$ cat config.mk
export PLATFORM = sky130hd
export DESIGN_NAME = fatori_mon_err_ctrl
export DESIGN_NICKNAME = d
export VERILOG_FILES = /design/src/rtl/fatori_mon_err_ctrl.sv
export SDC_FILE = /design/constraint.sdc
export NUM_CORES = 1
export LEC_CHECK = 0
export CAP_MARGIN = 40
export CELL_PAD_IN_SITES_DETAIL_PLACEMENT = 2
export CELL_PAD_IN_SITES_GLOBAL_PLACEMENT = 2
export CORE_UTILIZATION = 25
export CTS_CLUSTER_SIZE = 16
export DETAILED_ROUTE_END_ITERATION = 10
export PLACE_DENSITY_LB_ADDON = 0.1
export SYNTH_ARGS = -nofsm -noshare
export SYNTH_HDL_FRONTEND = slang
export SYNTH_SLANG_ARGS = --single-unit
export TNS_END_PERCENT = 10
$ cat constraint.sdc
create_clock -name clk_i -period 1.81 [get_ports clk_i]
set_clock_uncertainty 0.05 [all_clocks]
set_input_delay 0.362 -clock clk_i [delete_from_list [all_inputs] [get_ports clk_i]]
set_output_delay 0.362 -clock clk_i [all_outputs]
set_load 0.03 [all_outputs]
$ cat src/rtl/fatori_mon_err_ctrl.sv
// fatori_mon_err_ctrl: error counters, sticky source mask and bounded retry/fatal sequencing for M-of-N hardened wrappers
module fatori_mon_err_ctrl #(
  parameter int NUM_SRC = 4,
  parameter int CNT_W = 16,
  parameter int MAX_RETRY = 2,
  parameter int MIN_THR = 8,
  localparam int RW = MAX_RETRY > 0 ? $clog2(MAX_RETRY + 1) : 1
) (
  input  logic               clk_i,
  input  logic               rst_ni,
  input  logic [NUM_SRC-1:0] min_err_i,
  input  logic [NUM_SRC-1:0] maj_err_i,
  input  logic [NUM_SRC-1:0] scrub_i,
  input  logic               ex_valid_i,
  input  logic               ex_done_i,
  input  logic               retry_ack_i,
  input  logic               clear_i,
  output logic               retry_req_o,
  output logic               stall_o,
  output logic               fatal_o,
  output logic               minor_alert_o,
  output logic [CNT_W-1:0]   min_cnt_o,
  output logic [CNT_W-1:0]   maj_cnt_o,
  output logic [CNT_W-1:0]   scrub_cnt_o,
  output logic [NUM_SRC-1:0] err_src_o,
  output logic [RW-1:0]      retry_cnt_o
);
  typedef enum logic [1:0] {IDLE, RETRY_REQ, REEXEC, FATAL} state_e;
  state_e state_q, state_d;
  logic [RW-1:0] rc_q, rc_d;
  logic [CNT_W-1:0] min_cnt_q, min_cnt_d, maj_cnt_q, maj_cnt_d, scr_cnt_q, scr_cnt_d;
  logic [NUM_SRC-1:0] src_q, src_d;
  logic alert_q, alert_d;
  logic maj_any, min_any, scr_any, maj_hit;
  assign maj_any = |maj_err_i;
  assign min_any = |min_err_i;
  assign scr_any = |scrub_i;
  assign maj_hit = maj_any && ex_valid_i;
  always_comb begin
    state_d = state_q;
    rc_d = rc_q;
    case (state_q)
      IDLE:
        if (maj_hit) begin
          state_d = MAX_RETRY == 0 ? FATAL : RETRY_REQ;
          rc_d = MAX_RETRY == 0 ? rc_q : RW'(1);
        end
      RETRY_REQ: state_d = retry_ack_i ? REEXEC : RETRY_REQ;
      REEXEC:
        if (maj_hit) begin
          state_d = rc_q == RW'(MAX_RETRY) ? FATAL : RETRY_REQ;
          rc_d = rc_q == RW'(MAX_RETRY) ? rc_q : rc_q + RW'(1);
        end else if (ex_done_i) begin
          state_d = IDLE;
          rc_d = '0;
        end
      default: state_d = FATAL;
    endcase
  end
  always_comb begin
    min_cnt_d = clear_i ? '0 : (min_any && min_cnt_q != '1) ? min_cnt_q + CNT_W'(1) : min_cnt_q;
    maj_cnt_d = clear_i ? '0 : (maj_any && maj_cnt_q != '1) ? maj_cnt_q + CNT_W'(1) : maj_cnt_q;
    scr_cnt_d = clear_i ? '0 : (scr_any && scr_cnt_q != '1) ? scr_cnt_q + CNT_W'(1) : scr_cnt_q;
    src_d = clear_i ? '0 : src_q | min_err_i | maj_err_i;
    alert_d = !clear_i && min_any && min_cnt_q == CNT_W'(MIN_THR - 1);
  end
  always_ff @(posedge clk_i) begin
    if (!rst_ni) begin
      state_q <= IDLE;
      rc_q <= '0;
      min_cnt_q <= '0;
      maj_cnt_q <= '0;
      scr_cnt_q <= '0;
      src_q <= '0;
      alert_q <= 1'b0;
    end else begin
      state_q <= state_d;
      rc_q <= rc_d;
      min_cnt_q <= min_cnt_d;
      maj_cnt_q <= maj_cnt_d;
      scr_cnt_q <= scr_cnt_d;
      src_q <= src_d;
      alert_q <= alert_d;
    end
  end
  assign retry_req_o = state_q == RETRY_REQ;
  assign stall_o = state_q == RETRY_REQ || state_q == FATAL;
  assign fatal_o = state_q == FATAL;
  assign minor_alert_o = alert_q;
  assign min_cnt_o = min_cnt_q;
  assign maj_cnt_o = maj_cnt_q;
  assign scrub_cnt_o = scr_cnt_q;
  assign err_src_o = src_q;
  assign retry_cnt_o = rc_q;
endmodule

* After elaboration in Yosys (flattened, before gate mapping) *
Cells that the tools add are included.
Widths: inputs -> output; s select.

operators by class
  eq/ne operators = 11
  multiplexer cells = 9
  add/subtract/negate cells = 4
  bitwise operators = 3
  reduce and logical (&&, ||, !) cells = 16

operator list
  operator               count
  $add 16x1->16 const B  3
  $ne 16x16->1 const B   3
  $eq 16x3->1 const B    1
  $mux 2                 7
  $reduce_or 4->1        3
  $or 4x4->4             2
  $eq 2x2->1 const B     3
  $logic_and 1x1->1      6
  $ne 3x3->1 const B     2
  $pmux 2 s3             1
  $pmux 2 s2             1
  $reduce_and 4->1       1
  $add 2x1->2 const B    1
  $eq 2x1->1 const B     1
  $logic_not 2->1        1
  $ne 2x2->1 const B     1
  $reduce_and 2->1       1
  $reduce_bool 2->1      1
  $reduce_or 2->1        1
  $logic_not 1->1        1
  $logic_or 1x1->1       1
  $not 1->1              1

word-level totals
  logic and storage cells = 50
  output and inout port bits = 58
  bits in registers = 57
  input port bits = 18

* Depth between registers and ports, before layout *
Gate-level depths: netlist of run 1.

  depth in word-level cells = 4
  gate-level depth with buffers = 6
  gate-level depth less buffers = 5

* Least setup slack after synthesis of run 1 *
OpenSTA, ideal clock, no wires.

  kind = flip-flop to flip-flop
  start = register scr_cnt_q[0], in the netlist scrub_cnt_o[0]
  end = register scr_cnt_q[10], in the netlist scrub_cnt_o[10]
  path buffers = 1
  library setup time = 0.070 ns
  clock period less this slack = 2.110 ns
  data required time = 1.690 ns
  data arrival time = 1.990 ns
  cell stages (with the launch flop) = 7
  path slack = -0.300 ns
  cell sequence = dfxtp_1 ha_1 nand4_1 or3_1 clkbuf_1 or4_1 a21oi_1

between the ends
  longest elaborated chain between the ends = 2
  elaborated cells on any way between the ends = 3
  classes of those cells = 1 x add/sub; 1 x eq/ne; 1 x reduce/logical

ends and longest elaborated chain
  what                                                                   line  RTL
  from (decl)                                                            31    logic [CNT_W-1:0] min_cnt_q, min_cnt_d, maj_cnt_q, maj_cnt_d, scr_cnt_q, scr_cnt_d;
  from (signal assigned)                                                 81    scr_cnt_q <= scr_cnt_d;
  parallel branches: the longest is 2 deep, another holds $add 16x1->16  n/a

Parallel ways; which one is timed is not known.
A chain may end at the register's enable or synchronous reset.

* Worst setup path after layout of run 1 *
  start = input min_err_i[1]
  end = register min_cnt_q[14], in the netlist min_cnt_o[14]

between the ends
  longest elaborated chain between the ends = 2

ends and longest elaborated chain
  what                  line  RTL
  from (decl)           11    input logic [NUM_SRC-1:0] min_err_i,
  $reduce_or 4->1       36    assign min_any = |min_err_i;
  $logic_and 1x1->1     61    min_cnt_d = clear_i ? '0 : (min_any && min_cnt_q != '1) ? min_cnt_q + CNT_W'(1) : min_cnt_q;
  to (signal assigned)  79    min_cnt_q <= min_cnt_d;
  to (decl)             31

No other way between the ends.

==> results of run 1 <==
per-layer routing:
layer	vias up	GRT usage [%]	part of all wire [%]
met5	-	0	0
met4	0	9.524	2.0
met3	21	3.438	2.4
met2	53	34.41	49
met1	1698	25.27	46
li1	1655	-	-
area by class of cell:
class,instances,area [µm²]
fillers,1252,6397
multi-input cells,273,1802
flip-flops and latches,57,1192
repair buffers,138,1181
clock buffers,14,264.0
well taps,140,175.2
inverters,5,18.77
worst max-delay path by stage:
stage,depth (start not counted),end,start
final,6,min_cnt_o[14]$_SDFFE_PP0P_,min_err_i[1]
after CTS,7,min_cnt_o[14]$_SDFFE_PP0P_,min_err_i[1]
after global placement,5,maj_cnt_o[13]$_SDFFE_PP0P_,maj_err_i[3]
after global routing,7,min_cnt_o[14]$_SDFFE_PP0P_,min_err_i[1]
after floorplan,4,min_cnt_o[12]$_SDFFE_PP0P_,min_cnt_o[4]$_SDFFE_PP0P_
after detailed placement,5,maj_cnt_o[11]$_SDFFE_PP0P_,maj_err_i[0]
report_power, final:
group / leakage (µW) / switching [µW] / internal [µW]
combinational: 0.00133 / 141 / 113
sequential: 0.000475 / 15.9 / 1260
clock: 0.000129 / 586 / 986
cell usage after synthesis (2+ instances only):
cell       n
dfxtp_1   57
a21oi_1   31
nand2_1   31
nand4_1   20
or3_1     20
o21ai_0   19
or4_1     18
nand3_1   17
nor2_1    17
clkbuf_1  13
o31ai_1   13
nor4_1    11
and4_1     9
nor3_1     9
nand2b_1   7
o41ai_1    7
o311ai_0   6
inv_1      5
o211ai_1   5
a31oi_1    4
and3_1     4
ha_1       4
a41o_1     3
mux2i_1    3
buf_2      2
nand3b_1   2
nor2b_1    2
per-stage QoR:
step                      power [µW]  worst slack, ns  hold WS, ns  instance area, µm²
after floorplan                 1410          -0.1564       0.4151                2969
after global placement          1562          -0.4881       0.4078                4302
after detailed placement        1572          -0.5604       0.4322                4302
after CTS                       3158         -0.07107       0.4116                4566
after global routing            3215         -0.09853       0.4226                4633
final                           3105         -0.07851       0.4091                4633
worst register-to-register path, delay by kind of cell (launching register included):
kind            cells  cell delay, ns
buf+inv             1            0.17
simple gates        2            0.82
flops               1            0.34
compound gates      2            0.32
flip-flops by register name, summed over array words and instances, names as in the netlist:
signal,count
state_q,2
err_src_o,4
retry_cnt_o,2
min_cnt_o,16
minor_alert_o,1
maj_cnt_o,16
scrub_cnt_o,16
what timing repair did:
| action | 4_1_cts | 5_1_grt |
|---|---|---|
| gates resized for setup | 69 | 22 |
| pin swaps | 9 | 7 |
| endpoints found under the setup margin | 72 | 36 |
| setup buffers | 0 | 2 |
cell usage in the layout (no fill, tap or decap), drive strengths merged, types with 2 or more instances in the layout:
| cell type | n |
|---|---|
| buf | 63 |
| dfxtp | 57 |
| dlygate4sd2 | 50 |
| nand2 | 31 |
| a21oi | 31 |
| nand4 | 20 |
| or3 | 20 |
| o21ai | 19 |
| clkdlybuf4s50 | 18 |
| or4 | 18 |
| nor2 | 17 |
| nand3 | 17 |
| clkbuf | 15 |
| o31ai | 13 |
| nor4 | 12 |
| nor3 | 9 |
| and4 | 9 |
| nand2b | 7 |
| o41ai | 7 |
| o311ai | 6 |
| inv | 5 |
| o211ai | 5 |
| dlymetal6s2s | 5 |
| and3 | 4 |
| a31oi | 4 |
| ha | 4 |
| mux2i | 3 |
| a41o | 3 |
| nand3b | 2 |
| nor2b | 2 |
kinds of logic after synthesis:
family,after synthesis
buffers and inverters,20
AO/OA/AOI/OAI,94
flip-flops,57
multiplexers,3
adder cells (fa/ha/maj),4
AND/OR/NAND/NOR,172
==> reports/qor.yml, run 1 <==
run_status:
  status: "finished, violations left"
  violations: "negative setup slack"
setup_path:
  cp_top_family: "simple AND/OR/NAND/NOR gates"
  ff2ff_setup_slack_ns: 0
  cpMaxStageDelayCell: "or4b_4"
  path_max_fanout: 3
  slowest_delay_ns: 0.51
  worstPathRequired_ns: 2.03
  worstPathBufferInverterCount: 2
  worst-setup-path-type: "input pin to register"
  path_cells: "clkdlybuf4s50_1 > nor4_1 > buf_4 > or3_1 > or4b_4 > a21oi_2"
  ff2ff_path_depth: 5
  critPathLaunchType: "input pin"
  r2r_start: "min_cnt_o[4]$_SDFFE_PP0P_"
  worst_ep_arrival_time_ns: 2.11
  r2r-end: "min_cnt_o[14]$_SDFFE_PP0P_"
  end_kind: "register"
place:
  routabilityCongestion: 0.7670
  portBuffers: 75
  hpwlAfterDp_mm: 8.520
  dp_cells: 611
sta:
  fin_crit_sh_pct: 104.3
  setup_viol: 3
  layout_setup_ws_ns: -0.07851
  period_minus_slack_ns: 1.889
  hold_viol: 0
  drv_slew: 0
  setup_tns_ns: -0.1306
  timing.fmax_ghz: 0.5295
  rsz0062_at_grt: "true"
  slew_headroom_pct: 67.46
  worst_pin_slew_ns: 0.4863
power:
  vdd_drop_max_uv: 429.2
  power_density_nw_per_um2: 670.1
  p_leak_uw: 0.001936
yosys:
  synthArstFlopShare_pct: 0
  synth-simple-area-share_pct: 34.03
  synth_top_family_by_area: "simple AND/OR/NAND/NOR gates"
  yosysWarnings: 0
  yosys.area_share.adder_pct: 1.732
  ys.flop_type: "dfxtp_1"
  muxShareOfSynthArea_pct: 1.039
  yosysTopAreaCellShare_pct: 39.48
  ys_seq_area_share_pct: 39.48
  syn_avg_cell_area_um2: 8.258
  synth_edf_count: 0
  yosysTopAreaCell: "dfxtp_1"
  synth_cells: 350
  synth_compound_area_share_pct: 21.04
  ys_top_cells_by_area: "dfxtp_1 39%, a21oi_1 5.4%, or4_1 4.7%, nand4_1 4.3%, or3_1 4.3%"
  synth.net_count: 372
  syn_area_um2: 2890
  synth_xor_area_share_pct: 0
  synthDistinctLibCells: 38
  yosys_register_bits: 57
floorplan:
  num_rows: 38
  pin_count: 76
  initial_core_util_pct: 26.20
  dieArea_um2: 11990
  die_w_um: 109.5
  core_area_um2: 11030
  die_h_um: 109.5
routing:
  first_pass_iters: 4
  detail-route-antenna-nets: 0
  first_iter_violations: 59
  vias_per_cell: 5.466
  vias: 3427
  drt-wirelength-per-cell_um: 18.32
  drc_errors: 0
  wl_mm: 11.49
clock_tree:
  clk_pin_slew_worst_paths_ns: 0.05
  numClockSinks: 57
  tritoncts: "yes"
  cts_buffer_depth: 2
  clock-root-buffer: "clkbuf_16"
  clkLatencyLatePin_ns: 0.33
  cts_max_level: 3
  cts_hold_buf: 0
  numCtsBuffers: 9
global_route:
  antenna_found_initial: 0
  grt_usage_pct: 20.41
  grt_overflow: 0
  grt_max_degree: 29
  grt_pass1_vias: 3720
  grt_pass1_wl_mm: 18.64
min_path:
  min-delay-start: "maj_err_i[2]"
  holdCritPathClass: "input pin to register"
  min_to: "err_src_o[2]$_SDFF_PP0_"
  holdPathStages: 4
job:
  maxCapViolations: 0
finish:
  drive_gt1_share_pct: 25.46
  fin_util_pct: 42.00
  area_delta_synth_final_pct: 60.30
  fin_cells: 627
  num-nets-final: 506
  antenna_cells: 0
Note: power is estimated with default switching activity, not from simulation.
==> run 2, diff against run 1 <==
CORE_UTILIZATION = 32   (was 25)
CTS_CLUSTER_SIZE = 28   (was 16)
DONT_BUFFER_PORTS = 1   (was unset)
==> run 2 against run 1 <==
Net effect:
- the flow now finishes without violations
- sequential power about the same
- critical path depth shrank 1
- count of clock-buffer cells in the layout is 2 lower
- cell count is 14% lower
- largest cell class unchanged
- largest power group is now sequential cells
- highest routed layer unchanged
==> reports/qor.yml, run 2 (same netlist as run 1, synthesis figures left out) <==
setup_path:
  path_max_fanout: 6
  slowest_delay_ns: 0.45
  worstPathRequired_ns: 2.03
  critPathLaunchType: "register"
  worst_ep_arrival_time_ns: 2.03
  end_kind: "register"
  cp_top_family: "simple AND/OR/NAND/NOR gates"
  worst-setup-path-type: "register to register"
  path_cells: "buf_8 > nand4_1 > or3_4 > or4_4 > a21oi_2"
  cpMaxStageDelayCell: "or3_4"
  worstPathBufferInverterCount: 1
power:
  p_leak_uw: 0.001431
  vdd_drop_max_uv: 369.1
  combPwrFrac_pct: 6.5
  pwr-share-seq_pct: 48.2
  power_density_nw_per_um2: 674.3
  p_clk_share_pct: 45.2
  p_sw_uw: 672.0
  internal_power_uw: 1993
  switching_share_pct: 25.21
finish:
  ff_latch_area_um2: 1189
  n_fill_cell: 993
  layout_common_cells: "76 x buf_4, 39 x dfxtp_1, 31 x nand2_1, 29 x a21oi_1, 20 x nand4_1"
  final_common_cell: "buf_4"
  antenna_cells: 0
  num-nets-final: 449
  area_delta_synth_final_pct: 36.75
  stdcell_area_um2: 3953
  multi_input_comb_area_um2: 1768
  drive_gt1_share_pct: 31.25
clock_tree:
  numClockSinks: 57
  clkLatencyLatePin_ns: 0.34
  numCtsBuffers: 9
  tritoncts: "yes"
  cts_max_level: 3
  cts_buffer_depth: 2
  clock-root-buffer: "clkbuf_8"
  clk_pin_slew_worst_paths_ns: 0.07
job:
  maxCapViolations: 0
sta:
  period_minus_slack_ns: 1.801
  slew_headroom_pct: 70.01
  setup_viol: 0
  rsz0062_at_grt: "true"
  fin_crit_sh_pct: 99.49
  hold_viol: 0
  worst_pin_slew_ns: 0.4483
  hold_ws_ns: 0.07407
  drv_slew: 0
  timing.fmax_ghz: 0.5553
global_route:
  grt_usage_pct: 23.68
  grt_pass1_wl_mm: 17.88
  antenna_found_initial: 0
  grt_overflow: 0
  grt_pass1_vias: 3517
  grt_max_degree: 29
floorplan:
  core_area_um2: 8721
  die_w_um: 97.04
  num_rows: 34
  dieArea_um2: 9416
  initial_core_util_pct: 33.14
  pin_count: 76
  die_h_um: 97.04
place:
  placed_area_um2: 3675
  hpwlAfterDp_mm: 8.021
  portBuffers: 0
  routabilityCongestion: 0.7546
routing:
  first_iter_violations: 45
  drc_errors: 0
  detail-route-antenna-nets: 0
  wl_mm: 10.96
  drt-wirelength-per-cell_um: 20.29
  first_pass_iters: 4
  vias_per_cell: 6.002
  vias: 3241
min_path:
  holdCritPathClass: "input pin to register"
run_status:
  status: "complete, no violations"
==> run 2: through the flow <==
stage / setup TNS [ns] / setup slack (ns) / total power [µW] / utilization (%) / cells
2_1_floorplan: -0.9350 / -0.1564 / 1410 / - / 350
3_3_place_gp: -0.01007 / -0.01007 / 1476 / 42.14 / 523
3_5_place_dp: -0.07594 / -0.04520 / 1484 / 42.14 / 523
4_1_cts: -0.03976 / -0.02271 / 2699 / 44.42 / 539
5_1_grt: -0.2367 / -0.07638 / 2763 / 45.32 / 540
6_report: 0 / 0.009143 / 2665 / 45.32 / 540
==> run 2: layout make-up <==
cell class / count / area share, %
Clock buffer: 12 / 3.672
Clock inverter: 4 / 1.140
Inverter: 5 / 0.4748
Multi-Input combinational cell: 273 / 44.73
Sequential cell: 57 / 30.07
Tap cell: 108 / 3.419
Timing Repair Buffer: 81 / 16.49
==> run 2: power by group through the flow <==
stage | clock (µW) | sequential, µW | combinational, µW
2_1_floorplan | 0 | 1330 | 78.5
3_3_place_gp | 0 | 1310 | 163
3_5_place_dp | 0 | 1310 | 170
4_1_cts | 1240 | 1290 | 172
5_1_grt | 1290 | 1290 | 189
6_report | 1210 | 1290 | 174
==> run 2: metal layers <==
| metal | global-route usage [%] | part of all wire (%) |
|---|---|---|
| met5 | 0 | 0 |
| met4 | 9.185 | 1.8 |
| met3 | 4.263 | 3.7 |
| met2 | 42.52 | 51 |
| met1 | 27.71 | 43 |
==> run 2: worst paths after layout <==
kind                              from                          to  slack, ns  cells after the start
max reg2reg  maj_cnt_o[3]$_SDFFE_PP0P_  maj_cnt_o[10]$_SDFFE_PP0P_      0.009                      5
min                        retry_ack_i     state_q[0]$_SDFFE_PN0P_       0.07                      1
min reg2reg  maj_cnt_o[8]$_SDFFE_PP0P_   maj_cnt_o[8]$_SDFFE_PP0P_       0.48                      2
max          maj_cnt_o[3]$_SDFFE_PP0P_  maj_cnt_o[10]$_SDFFE_PP0P_      0.009                      5
==> run 2: repair_timing <==
item | CTS | global route
pin swaps | 0 | 5
hold buffers | 0 | 0
setup buffers | 0 | 1
setup endpoints to repair | 5 | 20
endpoints found under the hold margin | 0 | 0
gates resized for setup | 2 | 17
